**src/rtl/riscv_csr_pkg.sv**
```systemverilog
// Shared definitions for the machine-mode CSR file: addresses, operation
// encodings, mstatus field positions, fixed read-only values and cause codes.
package riscv_csr_pkg;

    // CSR addresses
    localparam logic [11:0] CSR_MSTATUS   = 12'h300;
    localparam logic [11:0] CSR_MISA      = 12'h301;
    localparam logic [11:0] CSR_MIE       = 12'h304;
    localparam logic [11:0] CSR_MTVEC     = 12'h305;
    localparam logic [11:0] CSR_MSCRATCH  = 12'h340;
    localparam logic [11:0] CSR_MEPC      = 12'h341;
    localparam logic [11:0] CSR_MCAUSE    = 12'h342;
    localparam logic [11:0] CSR_MTVAL     = 12'h343;
    localparam logic [11:0] CSR_MIP       = 12'h344;
    localparam logic [11:0] CSR_MCYCLE    = 12'hB00;
    localparam logic [11:0] CSR_MINSTRET  = 12'hB02;
    localparam logic [11:0] CSR_MCYCLEH   = 12'hB80;
    localparam logic [11:0] CSR_MINSTRETH = 12'hB82;
    localparam logic [11:0] CSR_CYCLE     = 12'hC00;
    localparam logic [11:0] CSR_INSTRET   = 12'hC02;
    localparam logic [11:0] CSR_CYCLEH    = 12'hC80;
    localparam logic [11:0] CSR_INSTRETH  = 12'hC82;
    localparam logic [11:0] CSR_MHARTID   = 12'hF14;

    // csr_op encoding produced by the control unit
    typedef enum logic [1:0] {
        CSR_OP_RW  = 2'b00,
        CSR_OP_RS  = 2'b01,
        CSR_OP_RC  = 2'b10,
        CSR_OP_IMM = 2'b11
    } csr_op_e;

    // funct3[1:0] sub-operation and funct3[2] immediate select
    localparam logic [1:0] F3_RW      = 2'b01;
    localparam logic [1:0] F3_RS      = 2'b10;
    localparam logic [1:0] F3_RC      = 2'b11;
    localparam int         F3_IMM_BIT = 2;

    // mstatus fields
    localparam int         MSTATUS_MIE_BIT  = 3;
    localparam int         MSTATUS_MPIE_BIT = 7;
    localparam int         MSTATUS_MPP_LSB  = 11;
    localparam logic [1:0] MSTATUS_MPP_M    = 2'b11;

    // Fixed values and write masks
    localparam logic [31:0] MISA_VALUE = 32'h4000_0100;
    localparam logic [31:0] MIE_WMASK  = 32'h0000_0888;

    // mcause codes
    localparam logic [31:0] MCAUSE_ILLEGAL_INSTR = 32'd2;
    localparam logic [31:0] MCAUSE_BREAKPOINT    = 32'd3;
    localparam logic [31:0] MCAUSE_ECALL_M       = 32'd11;

    // Read-modify-write value for a CSR instruction; an unused encoding keeps the old value.
    function automatic logic [31:0] csr_alu(input logic [1:0] op,
                                            input logic [31:0] old_val,
                                            input logic [31:0] src);
        logic [31:0] res;
        res = old_val;
        case (op)
            F3_RW:   res = src;
            F3_RS:   res = old_val | src;
            F3_RC:   res = old_val & ~src;
            default: res = old_val;
        endcase
        return res;
    endfunction

endpackage

```
**src/rtl/csr_file_if.sv**
```systemverilog
// CSR access bus between the control unit / datapath (master) and the CSR file (slave).
interface csr_file_if;
    logic [11:0]                 csr_addr;
    logic                        csr_write_enable;
    riscv_csr_pkg::csr_op_e      csr_op;
    logic [2:0]                  csr_funct3;
    logic [4:0]                  csr_imm;
    logic [4:0]                  rs1_idx;
    logic [31:0]                 rs1_data;
    logic [31:0]                 csr_rdata;
    logic                        csr_illegal;

    modport master (
        output csr_addr, csr_write_enable, csr_op, csr_funct3, csr_imm, rs1_idx, rs1_data,
        input  csr_rdata, csr_illegal
    );

    modport slave (
        input  csr_addr, csr_write_enable, csr_op, csr_funct3, csr_imm, rs1_idx, rs1_data,
        output csr_rdata, csr_illegal
    );
endinterface

```
**src/rtl/csr_counter64.sv**
```systemverilog
// 64-bit event counter with independent low/high word writes. A write to
// either word suppresses the increment for the whole counter that cycle.
module csr_counter64 (
    input  logic        clk,
    input  logic        rst_n,
    input  logic        inc_en,
    input  logic        wr_lo,
    input  logic        wr_hi,
    input  logic [31:0] wdata,
    output logic [63:0] count
);
    logic [63:0] cnt_reg;
    logic [63:0] cnt_next;

    // Next count: word write takes precedence over the increment
    always_comb begin
        cnt_next = cnt_reg;
        if (wr_lo) begin
            cnt_next[31:0] = wdata;
        end else if (wr_hi) begin
            cnt_next[63:32] = wdata;
        end else if (inc_en) begin
            cnt_next = cnt_reg + 64'd1;
        end
    end

    // Counter register
    always_ff @(posedge clk or negedge rst_n) begin
        if (!rst_n) begin
            cnt_reg <= '0;
        end else begin
            cnt_reg <= cnt_next;
        end
    end

    assign count = cnt_reg;
endmodule

```
**src/rtl/csr_file.sv**
```systemverilog
// Machine-mode CSR file for the single-cycle RV32I core: read-modify-write
// CSR access, trap entry / mret state, and the cycle/instret counters.
module csr_file
    import riscv_csr_pkg::*;
#(
    parameter logic [31:0] MTVEC_RESET = 32'h0000_0000,
    parameter logic [31:0] HART_ID     = 32'h0
) (
    input  logic              clk,
    input  logic              rst_n,
    csr_file_if.slave         bus,
    input  logic              instr_retire,
    input  logic              trap_valid,
    input  logic [31:0]       trap_cause,
    input  logic [31:0]       trap_pc,
    input  logic [31:0]       trap_val,
    input  logic              mret_valid,
    output logic [31:0]       mtvec_out,
    output logic [31:0]       mepc_out,
    output logic              mie_global
);
    logic        mstatus_mie_reg;
    logic        mstatus_mpie_reg;
    logic [31:0] mie_reg;
    logic [31:0] mtvec_reg;
    logic [31:0] mscratch_reg;
    logic [31:0] mepc_reg;
    logic [31:0] mcause_reg;
    logic [31:0] mtval_reg;

    // Index 0 is mcycle, index 1 is minstret
    logic [63:0] cnt_val   [2];
    logic        cnt_inc   [2];
    logic        cnt_wr_lo [2];
    logic        cnt_wr_hi [2];

    logic [31:0] mstatus_value;
    logic [31:0] old_value;
    logic        csr_impl;
    logic        csr_ro;
    logic [31:0] src_value;
    logic [31:0] new_value;
    logic        write_attempt;
    logic        csr_wr;

    // Assemble mstatus from its live bits; MPP is fixed at machine mode
    always_comb begin
        mstatus_value = '0;
        mstatus_value[MSTATUS_MPP_LSB +: 2] = MSTATUS_MPP_M;
        mstatus_value[MSTATUS_MPIE_BIT]     = mstatus_mpie_reg;
        mstatus_value[MSTATUS_MIE_BIT]      = mstatus_mie_reg;
    end

    // Address decode: old value, implemented and read-only flags
    always_comb begin
        old_value = '0;
        csr_impl  = 1'b1;
        csr_ro    = 1'b0;
        case (bus.csr_addr)
            CSR_MSTATUS:   old_value = mstatus_value;
            CSR_MISA:      begin old_value = MISA_VALUE; csr_ro = 1'b1; end
            CSR_MIE:       old_value = mie_reg;
            CSR_MTVEC:     old_value = mtvec_reg;
            CSR_MSCRATCH:  old_value = mscratch_reg;
            CSR_MEPC:      old_value = mepc_reg;
            CSR_MCAUSE:    old_value = mcause_reg;
            CSR_MTVAL:     old_value = mtval_reg;
            CSR_MIP:       begin old_value = '0; csr_ro = 1'b1; end
            CSR_MCYCLE:    old_value = cnt_val[0][31:0];
            CSR_MCYCLEH:   old_value = cnt_val[0][63:32];
            CSR_MINSTRET:  old_value = cnt_val[1][31:0];
            CSR_MINSTRETH: old_value = cnt_val[1][63:32];
            CSR_CYCLE:     begin old_value = cnt_val[0][31:0];  csr_ro = 1'b1; end
            CSR_CYCLEH:    begin old_value = cnt_val[0][63:32]; csr_ro = 1'b1; end
            CSR_INSTRET:   begin old_value = cnt_val[1][31:0];  csr_ro = 1'b1; end
            CSR_INSTRETH:  begin old_value = cnt_val[1][63:32]; csr_ro = 1'b1; end
            CSR_MHARTID:   begin old_value = HART_ID; csr_ro = 1'b1; end
            default:       csr_impl = 1'b0;
        endcase
    end

    // Operand select, new value, and the write / illegal decisions.
    // Set/clear with x0 (or uimm 0) is a pure read, so it is legal on read-only CSRs.
    // A trap or mret in the same cycle suppresses the CSR write entirely.
    always_comb begin
        src_value     = bus.csr_funct3[F3_IMM_BIT] ? {27'b0, bus.csr_imm} : bus.rs1_data;
        new_value     = csr_alu(bus.csr_funct3[1:0], old_value, src_value);
        write_attempt = (bus.csr_funct3[1:0] == F3_RW) ||
                        (((bus.csr_funct3[1:0] == F3_RS) || (bus.csr_funct3[1:0] == F3_RC)) &&
                         (bus.rs1_idx != 5'd0));
        csr_wr        = bus.csr_write_enable && csr_impl && !csr_ro && write_attempt &&
                        !trap_valid && !mret_valid;
    end

    assign bus.csr_rdata   = old_value;
    assign bus.csr_illegal = bus.csr_write_enable && (!csr_impl || (csr_ro && write_attempt));

    // Trap-related state: trap entry beats mret, which beats a CSR write
    always_ff @(posedge clk or negedge rst_n) begin
        if (!rst_n) begin
            mstatus_mie_reg  <= 1'b0;
            mstatus_mpie_reg <= 1'b0;
            mie_reg          <= '0;
            mtvec_reg        <= MTVEC_RESET;
            mscratch_reg     <= '0;
            mepc_reg         <= '0;
            mcause_reg       <= '0;
            mtval_reg        <= '0;
        end else if (trap_valid) begin
            mepc_reg         <= trap_pc & ~32'h3;
            mcause_reg       <= trap_cause;
            mtval_reg        <= trap_val;
            mstatus_mpie_reg <= mstatus_mie_reg;
            mstatus_mie_reg  <= 1'b0;
        end else if (mret_valid) begin
            mstatus_mie_reg  <= mstatus_mpie_reg;
            mstatus_mpie_reg <= 1'b1;
        end else if (csr_wr) begin
            case (bus.csr_addr)
                CSR_MSTATUS: begin
                    mstatus_mie_reg  <= new_value[MSTATUS_MIE_BIT];
                    mstatus_mpie_reg <= new_value[MSTATUS_MPIE_BIT];
                end
                CSR_MIE:      mie_reg      <= new_value & MIE_WMASK;
                CSR_MTVEC:    mtvec_reg    <= new_value & ~32'h3;
                CSR_MSCRATCH: mscratch_reg <= new_value;
                CSR_MEPC:     mepc_reg     <= new_value & ~32'h3;
                CSR_MCAUSE:   mcause_reg   <= new_value;
                CSR_MTVAL:    mtval_reg    <= new_value;
                default:      ;
            endcase
        end
    end

    assign cnt_inc[0] = 1'b1;
    assign cnt_inc[1] = instr_retire && !trap_valid;

    generate
        for (genvar gi = 0; gi < 2; gi++) begin : g_counter
            localparam logic [11:0] LO_ADDR = (gi == 0) ? CSR_MCYCLE  : CSR_MINSTRET;
            localparam logic [11:0] HI_ADDR = (gi == 0) ? CSR_MCYCLEH : CSR_MINSTRETH;

            assign cnt_wr_lo[gi] = csr_wr && (bus.csr_addr == LO_ADDR);
            assign cnt_wr_hi[gi] = csr_wr && (bus.csr_addr == HI_ADDR);

            csr_counter64 u_counter (
                .clk    (clk),
                .rst_n  (rst_n),
                .inc_en (cnt_inc[gi]),
                .wr_lo  (cnt_wr_lo[gi]),
                .wr_hi  (cnt_wr_hi[gi]),
                .wdata  (new_value),
                .count  (cnt_val[gi])
            );
        end
    endgenerate

    assign mtvec_out  = mtvec_reg;
    assign mepc_out   = mepc_reg;
    assign mie_global = mstatus_mie_reg;
endmodule

```
**src/flat_wrapper.sv**
```systemverilog
// flat-port wrapper written by rule: the top's interface ports become plain ports
module csr_file_flat import riscv_csr_pkg::*;
#(
    parameter logic [31:0] MTVEC_RESET = 32'h0000_0000,
    parameter logic [31:0] HART_ID     = 32'h0
)
  (clk, rst_n, instr_retire, trap_valid, trap_cause, trap_pc, trap_val, mret_valid, mtvec_out, mepc_out, mie_global, bus_csr_addr, bus_csr_write_enable, bus_csr_op, bus_csr_funct3, bus_csr_imm, bus_rs1_idx, bus_rs1_data, bus_csr_rdata, bus_csr_illegal);
  csr_file_if bus_i ();
  input  logic clk;
  input  logic rst_n;
  input  logic instr_retire;
  input  logic trap_valid;
  input  logic [31:0] trap_cause;
  input  logic [31:0] trap_pc;
  input  logic [31:0] trap_val;
  input  logic mret_valid;
  output logic [31:0] mtvec_out;
  output logic [31:0] mepc_out;
  output logic mie_global;
  input wire logic [$bits(bus_i.csr_addr)-1:0] bus_csr_addr;
  input wire logic [$bits(bus_i.csr_write_enable)-1:0] bus_csr_write_enable;
  input wire logic [$bits(bus_i.csr_op)-1:0] bus_csr_op;
  input wire logic [$bits(bus_i.csr_funct3)-1:0] bus_csr_funct3;
  input wire logic [$bits(bus_i.csr_imm)-1:0] bus_csr_imm;
  input wire logic [$bits(bus_i.rs1_idx)-1:0] bus_rs1_idx;
  input wire logic [$bits(bus_i.rs1_data)-1:0] bus_rs1_data;
  output wire logic [$bits(bus_i.csr_rdata)-1:0] bus_csr_rdata;
  output wire logic [$bits(bus_i.csr_illegal)-1:0] bus_csr_illegal;
  assign bus_i.csr_addr = bus_csr_addr;
  assign bus_i.csr_write_enable = bus_csr_write_enable;
  assign bus_i.csr_op = bus_csr_op;
  assign bus_i.csr_funct3 = bus_csr_funct3;
  assign bus_i.csr_imm = bus_csr_imm;
  assign bus_i.rs1_idx = bus_rs1_idx;
  assign bus_i.rs1_data = bus_rs1_data;
  assign bus_csr_rdata = bus_i.csr_rdata;
  assign bus_csr_illegal = bus_i.csr_illegal;
  csr_file #(.MTVEC_RESET(MTVEC_RESET), .HART_ID(HART_ID)) u_core (.clk(clk), .rst_n(rst_n), .bus(bus_i), .instr_retire(instr_retire), .trap_valid(trap_valid), .trap_cause(trap_cause), .trap_pc(trap_pc), .trap_val(trap_val), .mret_valid(mret_valid), .mtvec_out(mtvec_out), .mepc_out(mepc_out), .mie_global(mie_global));
endmodule
```
**config.mk**
```make
export PLATFORM = sky130hd
export DESIGN_NAME = csr_file_flat
export DESIGN_NICKNAME = d
export VERILOG_FILES = /design/src/rtl/riscv_csr_pkg.sv /design/src/rtl/csr_file_if.sv /design/src/rtl/csr_counter64.sv /design/src/rtl/csr_file.sv /design/src/flat_wrapper.sv
export SDC_FILE = /design/constraint.sdc
export NUM_CORES = 1
export LEC_CHECK = 0
export BUFFER_PORTS_ARGS = -buffer_cell sky130_fd_sc_hd__buf_2
export CORE_ASPECT_RATIO = 1.25
export CORE_MARGIN = 2
export CORE_UTILIZATION = 40
export CTS_CLUSTER_SIZE = 8
export DETAILED_ROUTE_END_ITERATION = 10
export MAX_ROUTING_LAYER = met4
export PLACE_DENSITY = 0.7
export SLEW_MARGIN = 10
export SYNTH_ARGS = -nofsm -noshare
export SYNTH_HDL_FRONTEND = slang
export SYNTH_SLANG_ARGS = --single-unit
export TNS_END_PERCENT = 5
```
**constraint.sdc**
```tcl
create_clock -name clk -period 3.9 [get_ports clk]
set_input_delay 0.195 -clock clk [delete_from_list [all_inputs] [get_ports clk]]
set_output_delay 0.195 -clock clk [all_outputs]
set_load 0.05 [all_outputs]
```
==> results of run 1 <==
[final cells by class]
cell class / instances / area, um2 / share of cell area (%)
Multi-Input combinational cell: 1631 / 10500 / 45.3
Clock inverter: 5 / 57.6 / 0.248
Sequential cell: 289 / 7230 / 31.2
Tap cell: 585 / 732 / 3.15
Inverter: 42 / 158 / 0.679
Clock buffer: 43 / 1050 / 4.54
Timing Repair Buffer: 492 / 3460 / 14.9
Antenna cell: 3 / 7.51 / 0.0323
[synthesized netlist by cell type (20+ instances only)]
| cell | n | area share, % |
|---|---|---|
| nor2_1 | 114 | 2.3 |
| a31oi_1 | 20 | 0.67 |
| nor4_1 | 20 | 0.67 |
| nand4_1 | 58 | 2.0 |
| mux2i_1 | 74 | 4.0 |
| and3_1 | 33 | 1.1 |
| nand2_1 | 217 | 4.4 |
| nand3_1 | 87 | 2.3 |
| o21ai_0 | 175 | 4.7 |
| a21oi_1 | 127 | 3.4 |
| a22oi_1 | 87 | 3.5 |
| nor3_1 | 44 | 1.2 |
| buf_2 | 52 | 1.4 |
| xor2_1 | 43 | 2.0 |
| clkbuf_1 | 99 | 2.0 |
| dfrtp_1 | 289 | 39 |
| mux2_2 | 26 | 1.6 |
| xnor2_1 | 49 | 2.3 |
| o22ai_1 | 29 | 0.98 |
| inv_1 | 40 | 0.81 |
| nor2b_1 | 93 | 3.1 |
[where the power goes]
part / total [mW] / internal (mW) / switching (mW)
combinational: 1.16 / 0.444 / 0.720
clock: 3.33 / 1.91 / 1.42
sequential: 3.36 / 3.16 / 0.208
total: 7.85 / 5.51 / 2.35
[metal layers]
metal / global-route usage [%] / share of wire [%] / vias to the layer above
met1: 46.0 / 38 / 9805
met5: - / 0 / -
met3: 6.60 / 9.6 / 335
li1: - / - / 8624
met4: 23.4 / 7.4 / 0
met2: 58.2 / 45 / 1349
[placed cells by master (no fill, tap or decap), types with 86 or more instances in the layout]
master	synthesis	layout
a22oi_1	87	87
nand2_1	217	217
buf_4	6	136
nor2b_1	93	93
o21ai_0	175	175
nand3_1	87	86
dlygate4sd3_1	0	96
a21oi_1	127	127
dfrtp_1	289	289
nor2_1	114	113
buf_2	52	247
[worst max path at each step]
stage	from	to	cells after the start
finish	bus_csr_addr[10]	bus_csr_rdata[16]	8
CTS	bus_csr_addr[10]	bus_csr_rdata[16]	8
detailed placement	bus_csr_addr[2]	u_core.mscratch_reg[27]	9
global route	bus_csr_addr[10]	bus_csr_rdata[16]	8
floorplan	bus_csr_addr[0]	u_core.g_counter[1].u_counter.count[58]	8
global placement	bus_csr_addr[2]	u_core.mscratch_reg[27]	9
[repair_timing]
item / 4_1_cts / 5_1_grt
endpoints found under the hold margin: 182 / 0
hold buffers: 96 / 0
buffers inserted: 0 / 0
[critical path, delay by kind of cell]
kind / cells / cell delay [ps]
buffers and inverters: 4 / 870
AOI/OAI and AO/OA: 2 / 860
and+or+nand+nor: 2 / 1130
[stage by stage]
| step | hold WS (ps) | std cells |
|---|---|---|
| after global routing | 221 | 3088 |
| after detailed placement | 278 | 2943 |
| final | 165 | 3090 |
| after global placement | 265 | 2943 |
| after CTS | 162 | 3087 |
| after floorplan | -101 | 2136 |
[cells by family (layout without fill, tap and decap cells)]
| logic type | count (synthesis) | count (layout) | share of synthesized area [%] |
|---|---|---|---|
| flops | 289 | 289 | 39.0 |
| compound gates | 634 | 634 | 23.0 |
| mux | 101 | 101 | 5.69 |
| xor+xnor | 92 | 92 | 4.34 |
| buf+inv | 216 | 582 | 4.96 |
| simple gates | 798 | 798 | 22.9 |
| other cells | 1 | 7 | 0.0202 |
| fa+ha+maj | 2 | 2 | 0.135 |
==> summary.txt, run 1 <==
Status
  • Status: finished, final reports clean

Route
  • DRT iter0 DRCs: 2382
  • First drt pass iteration count: 6
  • DRC Markers: 0
  • Via count: between 20000 and 25000
  • ANT nets after route: 0
  • Wire per inst: 28.9 um
  • Via density: 6.51
  • DRT Wirelength: 89.4 mm

Yosys
  • Synth warnings: 0
  • Post-synthesis average cell area: 8.70 um2
  • Prevailing post-synth register cell: dfrtp_1
  • FF+latch count, synth: 289
  • Mapped Cells: around 2100
  • Post-synth EDFFs: 0
  • Yosys cell types: 98
  • Async SR Flop Fraction: 100%
  • Post-Syn Area: about 19000 um2
  • Share of the yosys chip area belonging to registers: between 30% and 40%

Critical path
  • Worst r2r src: u_core.g_counter[0].u_counter.count[29]
  • Flop-to-flop setup slack: around 750 ps
  • Kind of critical path: in -> out
  • CP Capture Type: output pin
  • Crit Path Max Fanout: 19
  • Worst path cell trace: buf_2 > nand3b_1 > a2111oi_4 > buf_12 > a222oi_1 > nor4b_1 > inv_1 > buf_2
  • CP required: 3700 ps
  • Startpoint Class: input port
  • Worst path slowest cell: a222oi_1
  • CP peak stage delay: 640 ps
  • Most used cell, CP: buf_2
  • CP Data Arrival Time: 3080 ps
  • Critical R2R Capture: u_core.g_counter[0].u_counter.count[61]
  • Reg2reg path depth: 7

Placement
  • Post-DP Area: around 21000 um2
  • Placer Congestion: 1.02
  • I/O Buffers: 250
  • DP Wirelength: 65.9 mm
  • Post-Place Worst Slack: 473 ps

GRT
  • Largest net degree at the start of global routing: 101
  • First-pass GRT wire length: about 130 mm
  • Vias in the first global route: 19393
  • Overflow after GRT: 0
  • Total Routing Usage GR: 37.7%
  • Antenna violations before repair: 2

CTS
  • CTS clk-pin slew, worst paths: about 50 ps
  • Maximum clock path buffer count: 3
  • Post_cts resized: 0
  • H-tree depth: 2
  • Root Buffer: clkbuf_16
  • Clock latency on the worst-skew pair: roughly 580 ps
  • CTS Sinks: a little under 300
  • TritonCTS buffer count: 42
  • TritonCTS clock tree: done

STA
  • Setup-failing EPs final: 0
  • Final WS setup: ~630 ps
  • Worst-Margin Slew: ~1300 ps
  • F_max: 305 MHz
  • Fin. Hold Viols: 0
  • Final Max Tran Viols: 0
  • Fin crit share: between 80% and 90%
  • Slew HR: 11.8%
  • Post-layout min period: ~3300 ps
  • Setup tns final: 0 ps
  • RSZ-0062 raised after global routing: no
  • Clk_skew: 52.1 ps

Finish
  • Largest register FFs: 128
  • Final design utilization: between 50% and 60%
  • Share of cells above drive strength 1: approximately a fifth
  • Fin area: 23200 um2
  • Synth-to-Final Area Change: 25.1%
  • Net count, final: 2661
  • Fill cells: 4291

Floorplanning
  • Ports: 259
  • Initial core utilization: 40.3%
  • Die area: 48100 um2
  • Core area: 46000 um2
  • Die height: 245 um
  • # rows: 88
  • Die width: 197 um

Power
  • Lkg Pwr: 9.87 nW
  • Power Density: between 300 and 400 nW/um2
  • Final Power: 7.85 mW
  • Worst VDD drop: between 0.0003 and 0.0004 V

Job
  • Max Cap Viol: 0

Worst hold path
  • Hold path depth: 5
  • Worst hold-check path type: in -> reg
  • Worst Hold Launch: bus_rs1_data[17]
  • Hold Path End: u_core.mtvec_out[17]
No activity file was read; power rests on OpenSTA's default activity.
==> run 2, diff against run 1 <==
--- a/config.mk
+++ b/config.mk
@@ -5,6 +5,7 @@
 export SDC_FILE = /design/constraint.sdc
 export NUM_CORES = 1
 export LEC_CHECK = 0
+export ABC_AREA = 1
 export BUFFER_PORTS_ARGS = -buffer_cell sky130_fd_sc_hd__buf_2
 export CORE_ASPECT_RATIO = 1.25
 export CORE_MARGIN = 2
@@ -12,7 +13,7 @@
 export CTS_CLUSTER_SIZE = 8
 export DETAILED_ROUTE_END_ITERATION = 10
 export MAX_ROUTING_LAYER = met4
-export PLACE_DENSITY = 0.7
+export PLACE_DENSITY = 0.72
 export SLEW_MARGIN = 10
 export SYNTH_ARGS = -nofsm -noshare
 export SYNTH_HDL_FRONTEND = slang
==> constraint.sdc (replaced) <==
create_clock -name clk -period 2.6 [get_ports clk]
set_input_delay 0.13 -clock clk [delete_from_list [all_inputs] [get_ports clk]]
set_output_delay 0.13 -clock clk [all_outputs]
set_load 0.05 [all_outputs]
==> run 2 against run 1 <==
Against the previous run:
- utilization increased by 2.5 points
- via count increased by 30%
- first-iteration DRC count increased by 45%
- die area increased by 13%
- combinational power increased by 38%
- cell count increased by 48%
- worst hold slack got worse by 78 ps
- clock skew decreased by 25 ps
- sequential power increased by 43%
- global-route usage increased by 2.7 points
- clock-buffer cell count increased by 7
- largest power group is now clock
==> summary.txt, run 2 <==
STA
  • Final WS setup: 125 ps (was 626 ps)
  • Setup tns final: 0 ps (unchanged)
  • Slew HR: 25.1% (was 11.8%)
  • F_max: 404 MHz
  • Fin. Hold Viols: 0 (unchanged)
  • RSZ-0062 raised after global routing: no (unchanged)
  • Setup-failing EPs final: 0 (unchanged)
  • Post-layout min period: 2480 ps
  • Clk_skew: 27.1 ps (was 52.1 ps)
  • Worst-Margin Slew: 1120 ps (was 1310 ps)
  • Worst hold slack: 87.2 ps (was 165 ps)
  • Final Max Tran Viols: 0 (unchanged)
  • Fin crit share: a little over nine tenths

Critical path
  • Cell count along the critical path: 7 (was 8)
  • CP peak stage delay: 400 ps (was 640 ps)
  • Worst r2r src: u_core.g_counter[0].u_counter.count[43] (was u_core.g_counter[0].u_counter.count[29])
  • Worst path cell trace: nand3_1 > nand2_1 > inv_1 > nand3_1 > buf_4 > or2_2 > buf_2 (was buf_2 > nand3b_1 > a2111oi_4 > buf_12 > a222oi_1 > nor4b_1 > inv_1 > buf_2)
  • Most used cell, CP: nand3_1 (was buf_2)
  • Flop-to-flop setup slack: 130 ps (was 750 ps)
  • Startpoint Class: flop (was input port)
  • CP Data Arrival Time: 2350 ps (was 3080 ps)
  • Worst path slowest cell: dfrtp_1 (was a222oi_1)
  • Crit Path Max Fanout: 3 (was 19)
  • CP required: 2470 ps (was 3700 ps)
  • CP Capture Type: output pin (unchanged)
  • Buf/Inv on CP: 3 (was 4)
  • Critical R2R Capture: u_core.mcause_reg[11] (was u_core.g_counter[0].u_counter.count[61])
  • Crit path max-delay family: simple AND/OR/NAND/NOR gates (unchanged)
  • Kind of critical path: reg -> out (was in -> out)
  • Reg2reg path depth: 10 (was 7)

Yosys
  • Share of the yosys chip area belonging to registers: 34.4% (was 39.0%)
  • Yosys cell types: 40 (was 98)
  • Most frequent cell after synthesis: nand2_1 (was dfrtp_1)
  • Post-synth EDFFs: 0 (unchanged)
  • Post-synthesis average cell area: 6.12 um2 (was 8.70 um2)
  • Synth warnings: 0 (unchanged)
  • Synth cell count leaders: 1455 x nand2_1, 489 x nand3_1, 354 x nor2_1, 289 x dfrtp_1, 234 x inv_1 (was 289 x dfrtp_1, 217 x nand2_1, 175 x o21ai_0, 127 x a21oi_1, 114 x nor2_1)
  • Prevailing post-synth register cell: dfrtp_1 (unchanged)
  • Cell taking the most area after synthesis: dfrtp_1 (unchanged)
  • Largest cells by area after synthesis: dfrtp_1 34%, nand2_1 26%, nand3_1 12%, nor2_1 6.3%, inv_1 4.2% (was dfrtp_1 39%, o21ai_0 4.7%, nand2_1 4.4%, mux2i_1 4.0%, a22oi_1 3.5%)
  • Mapped Cells: 3429 (was 2133)
  • FF+latch count, synth: 289 (unchanged)
  • Post-Syn Area: 21000 um2 (was 18600 um2)
  • Top-area cell type share of the netlist area: 34.4% (was 39.0%)
  • Async SR Flop Fraction: 100% (unchanged)

Floorplanning
  • Initial core utilization: 40.6% (was 40.3%)
  • # rows: 93 (was 88)
  • Die area: 54400 um2 (was 48100 um2)
  • Core area: 51700 um2 (was 46000 um2)
  • Die width: 209 um (was 197 um)
  • Ports: 259 (unchanged)
  • Die height: 260 um (was 245 um)

CTS
  • CTS Sinks: 289 (unchanged)
  • Root Buffer: clkbuf_16 (unchanged)
  • CTS clk-pin slew, worst paths: 50 ps (about the same)
  • H-tree depth: 2 (unchanged)
  • Post-CTS setup buffers: 0 (unchanged)
  • TritonCTS buffer count: 43 (was 42)
  • TritonCTS clock tree: done (unchanged)
  • Maximum clock path buffer count: 3 (unchanged)
  • Clock latency on the worst-skew pair: 610 ps (was 580 ps)

Power
  • Logic gate share of total power: 13.5% (was 14.8%)
  • Worst VDD drop: 0.000475 V (was 0.000334 V)
  • Part of the power in registers: 40.8% (was 42.8%)
  • Power Density: 433 nW/um2 (was 338 nW/um2)
  • Final Power: 11.8 mW (was 7.85 mW)
  • Switching Share: 29.0% (was 29.9%)
  • P_int: 8.41 mW (was 5.51 mW)
  • Lkg Pwr: 14.1 nW (was 9.87 nW)
  • Sw Pwr: 3.43 mW (was 2.35 mW)
  • Clk network pwr share: 45.7% (was 42.3%)

Finish
  • Share of cells above drive strength 1: 14.8% (was 21.1%)
  • Net count, final: 4067 (was 2661)
  • Seq. cell area: 7230 um2 (unchanged)
  • Fill cells: 5194 (was 4291)
  • Synth-to-Final Area Change: 30.3% (was 25.1%)
  • Footprint of the multi-input gates: 12200 um2 (was 10500 um2)
  • Most frequent cells in the layout: 1455 x nand2_1, 486 x nand3_1, 344 x nor2_1, 289 x dfrtp_1, 239 x buf_2 (was 289 x dfrtp_1, 247 x buf_2, 217 x nand2_1, 175 x o21ai_0, 136 x buf_4)
  • Fin cells: 4581 (was 3090)
  • Largest register FFs: 128 (unchanged)
  • Most common cell after layout, fill and taps aside: nand2_1 (was dfrtp_1)

Route
  • ANT nets after route: 0 (unchanged)
  • DRT iter0 DRCs: 3453 (was 2382)
  • DRT Wirelength: 108 mm (was 89.4 mm)
  • Via count: 26201 (was 20113)
  • Wire per inst: 23.5 um (was 28.9 um)
  • First drt pass iteration count: 7 (was 6)
  • DRC Markers: 0 (unchanged)
  • Via density: 5.72 (was 6.51)

Worst hold path
  • Worst hold-check path type: in -> async (was in -> reg)

GRT
  • Overflow after GRT: 0 (unchanged)
  • Largest net degree at the start of global routing: 100 (was 101)
  • First-pass GRT wire length: 158 mm (was 130 mm)
  • Antenna violations before repair: 3 (was 2)
  • Vias in the first global route: 24849 (was 19393)
  • Total Routing Usage GR: 40.4% (was 37.7%)

Placement
  • I/O Buffers: 250 (unchanged)
  • DP Wirelength: 80.7 mm (was 65.9 mm)
  • Post-Place Worst Slack: 97.6 ps (was 473 ps)
  • Placer Congestion: 1.05 (was 1.02)
  • Dpl cells: 4420 (was 2943)

Status
  • Status: finished, final reports clean (unchanged)

Job
  • Max Cap Viol: 0 (unchanged)
==> run 2: changes by cell type after synthesis, sizes merged, moves of 26 or more <==
cell   change
a21oi    -114
a22oi     -88
and3      -29
inv      +202
mux2      -26
mux2i     -74
nand2   +1239
nand3    +402
nor2     +249
nor2b     -93
o21ai     -91
o22ai     -29
xor2      +39
==> run 2: what timing repair did <==
item | CTS | global route
hold buffers | 104 | 0
endpoints found under the setup margin | 0 | 9
gates resized for setup | 0 | 4
hold endpoints to repair | 275 | 0
==> run 2: cell families after synthesis <==
| family | Yosys count | synth area share [%] |
|---|---|---|
| flops | 289 | 34.4 |
| simple gates | 2495 | 49.7 |
| buf+inv | 400 | 7.73 |
| compound gates | 134 | 3.52 |
| fa+ha+maj | 2 | 0.119 |
| xor+xnor | 108 | 4.50 |
| other cells | 1 | 0.0179 |
==> run 2: worst max path at each step <==
stage	startpoint	endpoint	slack, ps
floorplan	bus_csr_addr[5]	bus_csr_illegal	290
global placement	bus_csr_addr[5]	u_core.mscratch_reg[6]	180
detailed placement	bus_csr_addr[4]	u_core.mscratch_reg[6]	100
CTS	trap_valid	u_core.mcause_reg[11]	170
global route	u_core.g_counter[0].u_counter.count[34]	u_core.g_counter[0].u_counter.count[37]	30
finish	u_core.mepc_out[16]	bus_csr_rdata[16]	120
==> run 2: power by group through the flow <==
stage | clock, mW | combinational (mW) | sequential [mW]
6_report | 5.41 | 1.60 | 4.82
5_1_grt | 5.59 | 1.68 | 4.83
4_1_cts | 5.42 | 1.54 | 4.81
3_5_place_dp | 0 | 1.40 | 4.88
3_3_place_gp | 0 | 1.39 | 4.88
2_1_floorplan | 0 | 0.520 | 4.98
==> run 2: per-stage QoR <==
| step | utilization (%) | cell area, um2 |
|---|---|---|
| 6_report | 52.9 | 27400 |
| 3_5_place_dp | 48.5 | 25100 |
| 3_3_place_gp | 48.5 | 25100 |
| 4_1_cts | 52.9 | 27300 |
| 2_1_floorplan | - | 21000 |
| 5_1_grt | 52.9 | 27400 |
==> run 2: layer usage <==
layer	wire (um)	track usage, %	share of wire, %	up-vias
li1	-	-	-	11858
met1	39400	47.0	37	12129
met2	49300	64.1	46	1723
met3	10700	8.33	9.9	491
met4	8420	25.5	7.8	0
met5	0	-	0	-
==> run 2: layout make-up <==
| cell class | instances | share of cell area (%) |
|---|---|---|
| antenna | 3 | 0.0274 |
| clock buffer | 50 | 4.18 |
| clock inverter | 4 | 0.288 |
| inverter | 244 | 3.35 |
| multi-input combinational | 2743 | 44.6 |
| sequential | 289 | 26.4 |
| tap | 665 | 3.04 |
| timing repair buffer | 583 | 18.0 |
